**src/rtl/bcd_score_counter.sv**
```systemverilog
// Multi-digit packed-BCD score counter with session high score and boundary flag.
// Latency: score updates on the edge after a rising point strobe; best/new_best follow one cycle later.
// No backpressure: every rising edge of in_i is counted unless clear_i is high in the same cycle.
module bcd_score_counter #(
    parameter int NUM_DIGITS = 3,
    parameter int SATURATE   = 0,
    parameter int INC_STEP   = 1
) (
    input  logic                    clk_i,
    input  logic                    reset_i,
    input  logic                    in_i,
    input  logic                    clear_i,
    output logic [4*NUM_DIGITS-1:0] hex_o,
    output logic [4*NUM_DIGITS-1:0] best_o,
    output logic                    overflow_o,
    output logic                    new_best_o
);

    localparam int              W     = 4 * NUM_DIGITS;
    localparam logic [4:0]      STEP5 = 5'(INC_STEP);
    localparam logic [W-1:0]    ALL9  = {NUM_DIGITS{4'h9}};

    logic         in_q;
    logic [W-1:0] hex_q, hex_d;
    logic [W-1:0] best_q, best_d;
    logic         ovf_q, ovf_d;
    logic         nb_q, nb_d;

    logic         inc;
    logic [W-1:0] sum;
    logic         carry_out;

    assign inc = in_i & ~in_q;

    // BCD add of INC_STEP into digit 0 with a ripple carry through the upper digits.
    always_comb begin
        logic [4:0] dsum;
        logic       c;
        sum  = '0;
        dsum = '0;
        c    = 1'b0;
        for (int i = 0; i < NUM_DIGITS; i++) begin
            dsum = {1'b0, hex_q[4*i +: 4]} + ((i == 0) ? STEP5 : 5'd0) + {4'd0, c};
            if (dsum > 5'd9) begin
                dsum = dsum - 5'd10;
                c    = 1'b1;
            end else begin
                c    = 1'b0;
            end
            sum[4*i +: 4] = dsum[3:0];
        end
        carry_out = c;
    end

    // Next-state: high-score compare on the registered score, then clear/increment of the score.
    always_comb begin
        hex_d  = hex_q;
        best_d = best_q;
        ovf_d  = 1'b0;
        nb_d   = nb_q;
        // Packed BCD orders the same as unsigned binary, so a plain compare suffices.
        if (hex_q > best_q) begin
            best_d = hex_q;
            nb_d   = 1'b1;
        end
        if (clear_i) begin
            hex_d = '0;
            nb_d  = 1'b0;
        end else if (inc) begin
            ovf_d = carry_out;
            hex_d = (carry_out && (SATURATE != 0)) ? ALL9 : sum;
        end
    end

    // State registers; edge-detect flop resets low so a strobe held through reset counts once.
    always_ff @(posedge clk_i or posedge reset_i) begin
        if (reset_i) begin
            in_q   <= 1'b0;
            hex_q  <= '0;
            best_q <= '0;
            ovf_q  <= 1'b0;
            nb_q   <= 1'b0;
        end else begin
            in_q   <= in_i;
            hex_q  <= hex_d;
            best_q <= best_d;
            ovf_q  <= ovf_d;
            nb_q   <= nb_d;
        end
    end

    assign hex_o      = hex_q;
    assign best_o     = best_q;
    assign overflow_o = ovf_q;
    assign new_best_o = nb_q;

endmodule

```
**config.mk**
```make
export PLATFORM = sky130hd
export DESIGN_NAME = bcd_score_counter
export DESIGN_NICKNAME = d
export VERILOG_FILES = /design/src/rtl/bcd_score_counter.sv
export SDC_FILE = /design/constraint.sdc
export NUM_CORES = 1
export LEC_CHECK = 0
export CAP_MARGIN = 0
export CORE_MARGIN = 2
export CORE_UTILIZATION = 55
export CTS_CLUSTER_DIAMETER = 150
export DETAILED_ROUTE_END_ITERATION = 10
export GPL_ROUTABILITY_DRIVEN = 0
export PLACE_DENSITY = 0.82
export SYNTH_ARGS = -nofsm -noshare
export SYNTH_HDL_FRONTEND = slang
export SYNTH_SLANG_ARGS = --single-unit
```
**constraint.sdc**
```tcl
create_clock -name clk_i -period 11.9 [get_ports clk_i]
set_input_delay 2.38 -clock clk_i [delete_from_list [all_inputs] [get_ports clk_i]]
set_output_delay 2.38 -clock clk_i [all_outputs]
set_load 0.02 [all_outputs]
```
==> Flow_metrics.wiki, run 1 <==
{| class="wikitable"
! Metric !! Value
|-
| Commonest non-fill, non-tap cell in the layout || sky130_fd_sc_hd__clkdlybuf4s50_1
|-
| Total number of H-tree levels || 1
|-
| Peak supply drop || 0.06779 mV
|-
| Total of warnings raised by yosys || 0
|-
| Highest layer used for signal routing || met4
|-
| Cell with the largest stage delay on the worst path || sky130_fd_sc_hd__dfrtp_1
|-
| Fmax || 231.7 MHz
|-
| Arr. time, crit path || 4570 ps
|-
| Critical path start-end classification || reg -> reg
|-
| Layout cells sized above 1 || 0.08969
|-
| Via count of the first global-routing pass || 1456
|-
| Worst-skew pair later-pin latency || 330 ps
|-
| Hpwl dp || 2853 um
|-
| Number of standard-cell rows in the floorplan || 21
|-
| Count of final setup violators || 0
|-
| Count of hold buffers inserted by post-cts repair || 0
|-
| First-pass DRT Iterations || 4
|-
| Remaining antenna violation count || 0
|-
| Post-synthesis instance area || 0.001898 mm^2
|-
| Number of distinct library cell variants in the gate-level netlist after synthesis || 45
|-
| Sequential fraction of the synthesis area || 0.3560
|-
| Clock transition at the registers of the reported paths || 140 ps
|-
| Number of instances in the synthesized netlist || 199
|-
| Remaining max-slew budget at the tightest pin || 0.2987
|-
| Final number of hold-violating endpoints || 0
|-
| Largest delay contributor family on the critical path || adder cells
|-
| DR vias || 1499
|-
| Met3 wire len || 137 um
|-
| Cell accounting for the most synthesized area || sky130_fd_sc_hd__dfrtp_1
|-
| Highest net fanout along the worst path || 8
|-
| All-layer global routing usage || 0.2196
|-
| Root buffer cell || sky130_fd_sc_hd__clkbuf_4
|-
| Category of the worst setup path capture point || register
|-
| # port buffers || 29
|-
| Worst path bufs/invs || 4
|-
| Worst path setup slack after routing || 7585 ps
|-
| Leading cell types by total area after synthesis || sky130_fd_sc_hd__dfrtp_1, sky130_fd_sc_hd__ha_1, sky130_fd_sc_hd__inv_1
|-
| Final period demand of the worst path || 4315 ps
|-
| Cell area power density || 121.5 mW/mm^2
|-
| Total wire length after detailed routing || 3836 um
|-
| Post CTS Setup Buffer Count || 0
|-
| Status || completed
|-
| Initial antenna violation count || 0
|-
| Largest net degree at the start of global routing || 28
|-
| Aggregate negative setup slack || 0 ps
|-
| Post-Synthesis Net Count || 223
|-
| Reg2reg setup slack || 7580 ps
|-
| Per-instance average area after synthesis || 9.538 um^2
|-
| Number of flip-flops and latches in the synthesized netlist || 27
|-
| Average via count per standard cell || 5.572
|-
| ANT cells || 0
|-
| Ordered cell list for the critical path || inv_1, ha_1, inv_1, ha_1, nor2b_1, o2111ai_1, o211ai_2, ha_1, ha_1, nand2b_1, a31oi_1, a211o_1, inv_1, ha_1, ha_1, inv_1, a21oi_1, o211a_1, xnor2_1, a211oi_1
|-
| DRC violations left || 0
|-
| Dominant register cell in the synthesized netlist || sky130_fd_sc_hd__dfrtp_1
|-
| Signed area change from the synthesized netlist to the final layout || 17.47%
|-
| Portion of the clock cycle consumed by the worst path in the final layout || 0.3626
|-
| Count of clock tree sinks || 27
|-
| Number of enable flip-flop cells after synthesis || 0
|-
| Met2 Routed Length || 1843 um
|-
| Overflow left after global routing || 0
|-
| Area of the core || 0.003337 mm^2
|-
| Worst Path Required || 12150 ps
|-
| Bufs on Longest Clock Path || 2
|-
| Post-Route Skew || 2.414 ps
|-
| Number of buffers added by the clock tree synthesis step || 3
|-
| Post-cts gate resize count || 0
|-
| Global-route wire length before repair || 7024 um
|-
| RSZ-0062 raised after global routing || no
|-
| Met1 WL || 1808 um
|-
| Actual transition at the worst max-transition pin || 1050 ps
|-
| Commonest cells after routing, fill and taps aside || sky130_fd_sc_hd__clkdlybuf4s50_1, sky130_fd_sc_hd__dfrtp_1, sky130_fd_sc_hd__inv_1
|-
| Fin nets || 248
|-
| Most frequent cell on the critical path || sky130_fd_sc_hd__ha_1
|-
| Per-cell routed wire length || 14.26 um
|-
| Crit path launch type || register
|-
| Chip Height || 62.75 um
|-
| Violation count after the first detailed-route iteration || 97
|-
| Die Area || 0.003937 mm^2
|-
| Max Cap Violations || 0
|-
| Post-place setup slack || 7535 ps
|-
| Slew Limit Fails || 0
|-
| Die Wd || 62.75 um
|-
| Hold crit path type || reg -> reg
|-
| Clock tree from TritonCTS || done
|-
| Initial Utilization || 0.5688
|-
| Fraction of synthesized cell area taken by the top area cell type || 0.3560
|-
| Largest stage delay on the critical path || 490 ps
|-
| Lkg Pwr || 0.9681 nW
|-
| Share of async-settable or async-resettable flops after synthesis || 1.000
|-
| Number of top-level design ports || 30
|}
[kinds of logic (layout without fill, tap and decap cells)]
| logic type | after synthesis | after routing | share of synthesized area |
|---|---|---|---|
| simple gates | 52 | 52 | 0.1364 |
| mux | 13 | 13 | 0.08372 |
| flops | 27 | 27 | 0.3560 |
| fa+ha+maj | 20 | 20 | 0.1318 |
| compound gates | 47 | 47 | 0.1872 |
| buf+inv | 32 | 56 | 0.06790 |
| xor+xnor | 8 | 8 | 0.03692 |
[metrics by stage]
| step | util | total power [W] | instance area (um^2) | hold slack [ps] | std cells |
|---|---|---|---|---|---|
| global placement | 0.6603 | 0.0002299 | 2203 | 503.2 | 265 |
| global route | 0.6682 | 0.0002898 | 2230 | 591.1 | 269 |
| CTS | 0.6682 | 0.0002728 | 2230 | 534.6 | 269 |
| finish | 0.6682 | 0.0002708 | 2230 | 532.5 | 269 |
| detailed placement | 0.6603 | 0.0002325 | 2203 | 514.4 | 265 |
| floorplan | - | 0.0002048 | 1898 | 601.7 | 199 |
[cells in the mapped netlist (2+ instances only)]
master and instances:
sky130_fd_sc_hd__nor3_1 3, sky130_fd_sc_hd__nor2b_1 4, sky130_fd_sc_hd__a22o_1 2, sky130_fd_sc_hd__a21oi_1 10, sky130_fd_sc_hd__nor2_1 9, sky130_fd_sc_hd__ha_1 20
sky130_fd_sc_hd__o21ai_0 5, sky130_fd_sc_hd__and3_1 2, sky130_fd_sc_hd__a32oi_1 2, sky130_fd_sc_hd__or3_1 2, sky130_fd_sc_hd__mux2_4 4, sky130_fd_sc_hd__dfrtp_1 27
sky130_fd_sc_hd__nand2b_1 7, sky130_fd_sc_hd__clkbuf_1 7, sky130_fd_sc_hd__a311oi_1 2, sky130_fd_sc_hd__nor3b_1 2, sky130_fd_sc_hd__a211oi_1 4, sky130_fd_sc_hd__mux2i_1 2
sky130_fd_sc_hd__nand3_1 2, sky130_fd_sc_hd__o31ai_1 3, sky130_fd_sc_hd__a31oi_1 2, sky130_fd_sc_hd__inv_1 23, sky130_fd_sc_hd__mux2_2 7, sky130_fd_sc_hd__nand2_1 18
sky130_fd_sc_hd__a21o_1 2, sky130_fd_sc_hd__xnor2_1 8, sky130_fd_sc_hd__o21a_1 2
[state kept, by name, indices dropped and copies added, names as in the netlist]
signal,count
in_q,1
hex_o,12
overflow_o,1
new_best_o,1
best_o,12
[layer usage]
| metal | global-route usage | vias to the layer above |
|---|---|---|
| li1 | - | 745 |
| met1 | 0.3156 | 707 |
| met2 | 0.3441 | 43 |
| met3 | 0.03063 | 4 |
| met4 | 0.06667 | 0 |
| met5 | 0 | - |
[cell type report]
type	count	area [um^2]
Fill cell	274	1107
Clock buffer	4	26.28
Inverter	23	86.33
Tap cell	46	57.56
Sequential cell	27	675.6
Multi-Input combinational cell	140	1094
Timing Repair Buffer	29	290.3
[report_power, final]
part | total [W] | switching [W] | internal [W] | leakage [nW]
sequential | 0.000108 | 0.00000766 | 0.000101 | 0.368
clock | 0.0000411 | 0.0000279 | 0.0000132 | 0.0150
combinational | 0.000121 | 0.0000635 | 0.0000577 | 0.585
total | 0.000271 | 0.0000991 | 0.000172 | 0.968
[final timing paths]
check | from | to | depth (start not counted)
min | new_best_o$_DFFE_PP0P_ | new_best_o$_DFFE_PP0P_ | 2
min in group asynchronous | reset_i | best_o[3]$_DFFE_PP0P_ | 2
max | hex_o[0]$_DFFE_PP0P_ | hex_o[9]$_DFFE_PP0P_ | 20
max reg2reg | hex_o[0]$_DFFE_PP0P_ | hex_o[9]$_DFFE_PP0P_ | 20
max in group asynchronous | reset_i | hex_o[6]$_DFFE_PP0P_ | 2
min reg2reg | new_best_o$_DFFE_PP0P_ | new_best_o$_DFFE_PP0P_ | 2
[worst min-delay path: cells and delay by family, from the launching register on]
| kind | cells | cell delay (ps) |
|---|---|---|
| buffers and inverters | 1 | 60 |
| DFF | 1 | 400 |
| AOI/OAI and AO/OA | 1 | 50 |
(Power assumes the default switching activity.)
==> run 2: changes to the inputs <==
CORE_UTILIZATION = 54   (was 55)
PLACE_DENSITY = 0.8   (was 0.82)
clock period = 4.5 ns   (was 11.9 ns; I/O delays follow)
==> run 2 against run 1 <==
Net effect: register-to-register slack worse by 7400 ps; critical path depth unchanged; clock power rose to 2.6 times the previous value; cell count up 1.5%; worst hold slack better by 9.8 ps; via count up 2.1%; sequential share of layout area down 0.41 points; first-iteration DRC count up 9.3%; sequential power rose to 2.7 times the previous value; total power rose to 2.7 times the previous value; flip-flop and latch count unchanged; largest cell class unchanged.
==> Flow_metrics.wiki, run 2 (synthesis gave the netlist of run 1 again) <==
{| class="wikitable"
! Metric !! Value
|-
| Root buffer cell || sky130_fd_sc_hd__clkbuf_4
|-
| Lkg Pwr || 0.9821 nW (+1.4%)
|-
| Final total power || 0.0007242 W (+170%)
|-
| Cell area power density || 319.3 mW/mm^2 (+160%)
|-
| Cell count after placement || 266 (+0.38%)
|-
| Count of clock tree sinks || 27 (unchanged)
|-
| Worst-skew pair later-pin latency || 330 ps (about the same)
|-
| Portion of the clock cycle consumed by the worst path in the final layout || 0.9542 (+0.5916)
|-
| Average via count per standard cell || 5.604 (+0.57%)
|-
| Per-cell routed wire length || 14.27 um (+0.10%)
|-
| Status || completed
|-
| Worst path setup slack after routing || 205.9 ps (-7379 ps)
|-
| All-layer global routing usage || 0.1974 (-0.02216)
|-
| Number of standard-cell rows in the floorplan || 21 (unchanged)
|-
| Fill cell instance count of the final layout || 292 (+6.6%)
|-
| Clock transition at the registers of the reported paths || 150 ps (about the same)
|-
| Die Area || 0.004005 mm^2 (+1.7%)
|-
| Total number of H-tree levels || 1 (unchanged)
|-
| Overflow left after global routing || 0 (unchanged)
|-
| Post-Route Skew || 14.97 ps (+12.55 ps)
|-
| Slew Limit Fails || 0 (unchanged)
|-
| Initial antenna violation count || 0 (unchanged)
|-
| ANT cells || 0 (unchanged)
|-
| Number of top-level design ports || 30 (unchanged)
|-
| DRC violations left || 0 (unchanged)
|-
| Count of hold buffers inserted by post-cts repair || 0 (unchanged)
|-
| Commonest cells after routing, fill and taps aside || sky130_fd_sc_hd__clkdlybuf4s50_1, sky130_fd_sc_hd__dfrtp_1, sky130_fd_sc_hd__inv_1
|-
| Area of the core || 0.003363 mm^2 (+0.79%)
|-
| Violation count after the first detailed-route iteration || 106 (+9.3%)
|-
| Via count of the first global-routing pass || 1366 (-6.2%)
|-
| Number of non-filler instances in the completed layout || 273 (+1.5%)
|-
| Multi-input combinational cell area || 0.001100 mm^2 (+0.57%)
|-
| Arr. time, crit path || 4490 ps (-80 ps)
|-
| Chip Height || 63.29 um (+0.86%)
|-
| # port buffers || 29 (unchanged)
|-
| Total wire length after detailed routing || 3897 um (+1.6%)
|-
| Worst Path Required || 4700 ps (-7450 ps)
|-
| Clock tree from TritonCTS || done
|-
| Crit path launch type || register
|-
| Hold crit path type || reg -> reg
|-
| Largest net degree at the start of global routing || 28 (unchanged)
|-
| Hpwl dp || 2794 um (-2.1%)
|-
| Initial Utilization || 0.5644 (-0.004444)
|-
| Signed area change from the synthesized netlist to the final layout || 19.51%
|-
| Die Wd || 63.29 um (+0.86%)
|-
| Bufs on Longest Clock Path || 2 (unchanged)
|-
| Remaining max-slew budget at the tightest pin || 0.3185 (+0.01980)
|-
| DR vias || 1530 (+2.1%)
|-
| Commonest non-fill, non-tap cell in the layout || sky130_fd_sc_hd__clkdlybuf4s50_1
|-
| Sequential cell area || 678.2 um^2 (+0.37%)
|-
| Layout cells sized above 1 || 0.1233 (+0.03366)
|-
| Global-route wire length before repair || 6341 um (-9.7%)
|-
| Peak supply drop || 0.1109 mV (+64%)
|-
| Final period demand of the worst path || 4294 ps (-21.36 ps)
|-
| Number of buffers added by the clock tree synthesis step || 3 (unchanged)
|-
| Post-place setup slack || 96.90 ps (-7438 ps)
|-
| Fmax || 232.9 MHz (+0.50%)
|-
| Actual transition at the worst max-transition pin || 1021 ps (-28.67 ps)
|-
| Highest net fanout along the worst path || 6 (-2)
|-
| Final number of hold-violating endpoints || 0 (unchanged)
|-
| Category of the worst setup path capture point || register
|-
| Critical path start-end classification || reg -> reg
|-
| Remaining antenna violation count || 0 (unchanged)
|-
| Fin nets || 252 (+1.6%)
|-
| Max Cap Violations || 0 (unchanged)
|-
| Count of final setup violators || 0 (unchanged)
|-
| First-pass DRT Iterations || 4 (unchanged)
|}
-- run 2: changes by cell type in the layout (fill, tap and decap cells not counted), sizes merged --
| cell | change |
|---|---|
| buf | +4 |
-- run 2: stage by stage --
stage	hold WS (ps)	cell area, um^2	TNS (ps)	utilization
finish	542.2	2268	0	0.6745
global route	571.4	2268	-9.631	0.6745
CTS	546.3	2237	0	0.6652
detailed placement	519.7	2211	0	0.6574
global placement	517.8	2211	0	0.6574
floorplan	601.7	1898	0	-
-- run 2: critical path: stages (launching register included) --
cell,delay [ps]
sky130_fd_sc_hd__dfrtp_2,440
sky130_fd_sc_hd__inv_1,110
sky130_fd_sc_hd__ha_2,400
sky130_fd_sc_hd__inv_1,60
sky130_fd_sc_hd__ha_1,190
sky130_fd_sc_hd__nor2b_1,130
sky130_fd_sc_hd__o2111ai_1,210
sky130_fd_sc_hd__o211ai_2,140
sky130_fd_sc_hd__ha_1,240
sky130_fd_sc_hd__ha_1,350
sky130_fd_sc_hd__nand2b_1,170
sky130_fd_sc_hd__a31oi_1,190
sky130_fd_sc_hd__a211o_1,170
sky130_fd_sc_hd__inv_1,70
sky130_fd_sc_hd__ha_1,200
sky130_fd_sc_hd__ha_2,370
sky130_fd_sc_hd__inv_1,100
sky130_fd_sc_hd__xnor2_1,140
sky130_fd_sc_hd__a22o_1,240
sky130_fd_sc_hd__a32oi_1,200
sky130_fd_sc_hd__nor2_1,60
-- run 2: routing by layer --
metal  GRT usage  share of wire
met1      0.2878           0.48
met2      0.3032           0.47
met3     0.02321          0.043
met4     0.07065         0.0056
met5           0              0
-- run 2: worst paths after layout --
path	startpoint	endpoint	slack, ps	depth (start not counted)
max in group asynchronous	reset_i	hex_o[1]$_DFFE_PP0P_	2720	2
min	new_best_o$_DFFE_PP0P_	new_best_o$_DFFE_PP0P_	540	2
min in group asynchronous	reset_i	best_o[6]$_DFFE_PP0P_	1100	2
min reg2reg	new_best_o$_DFFE_PP0P_	new_best_o$_DFFE_PP0P_	540	2
max reg2reg	hex_o[0]$_DFFE_PP0P_	hex_o[11]$_DFFE_PP0P_	210	20
max	hex_o[0]$_DFFE_PP0P_	hex_o[11]$_DFFE_PP0P_	210	20
-- run 2: power by group --
part / switching, W / leakage, nW / internal, W / total (W)
clock: 0.0000714 / 0.0150 / 0.0000347 / 0.000106
combinational: 0.000174 / 0.602 / 0.000156 / 0.000330
sequential: 0.0000210 / 0.365 / 0.000267 / 0.000288
total: 0.000267 / 0.982 / 0.000458 / 0.000724
-- run 2: final cells by class --
type / count / share of cell area
flip-flops and latches: 27 / 0.2990
clock buffers: 4 / 0.01158
well taps: 46 / 0.02537
multi-input cells: 140 / 0.4848
inverters: 23 / 0.03806
repair buffers: 33 / 0.1412
-- run 2: what timing repair did --
item                                    CTS  global route
setup buffers                             0             3
hold endpoints to repair                  0             0
gates resized for setup                   0             5
endpoints found under the setup margin    0             4
==> run 3: changes to the inputs <==
CTS_CLUSTER_SIZE = 16   (was default)
==> results of run 3 <==
The final DEF is identical to that of run 2; final timing and power are the same.
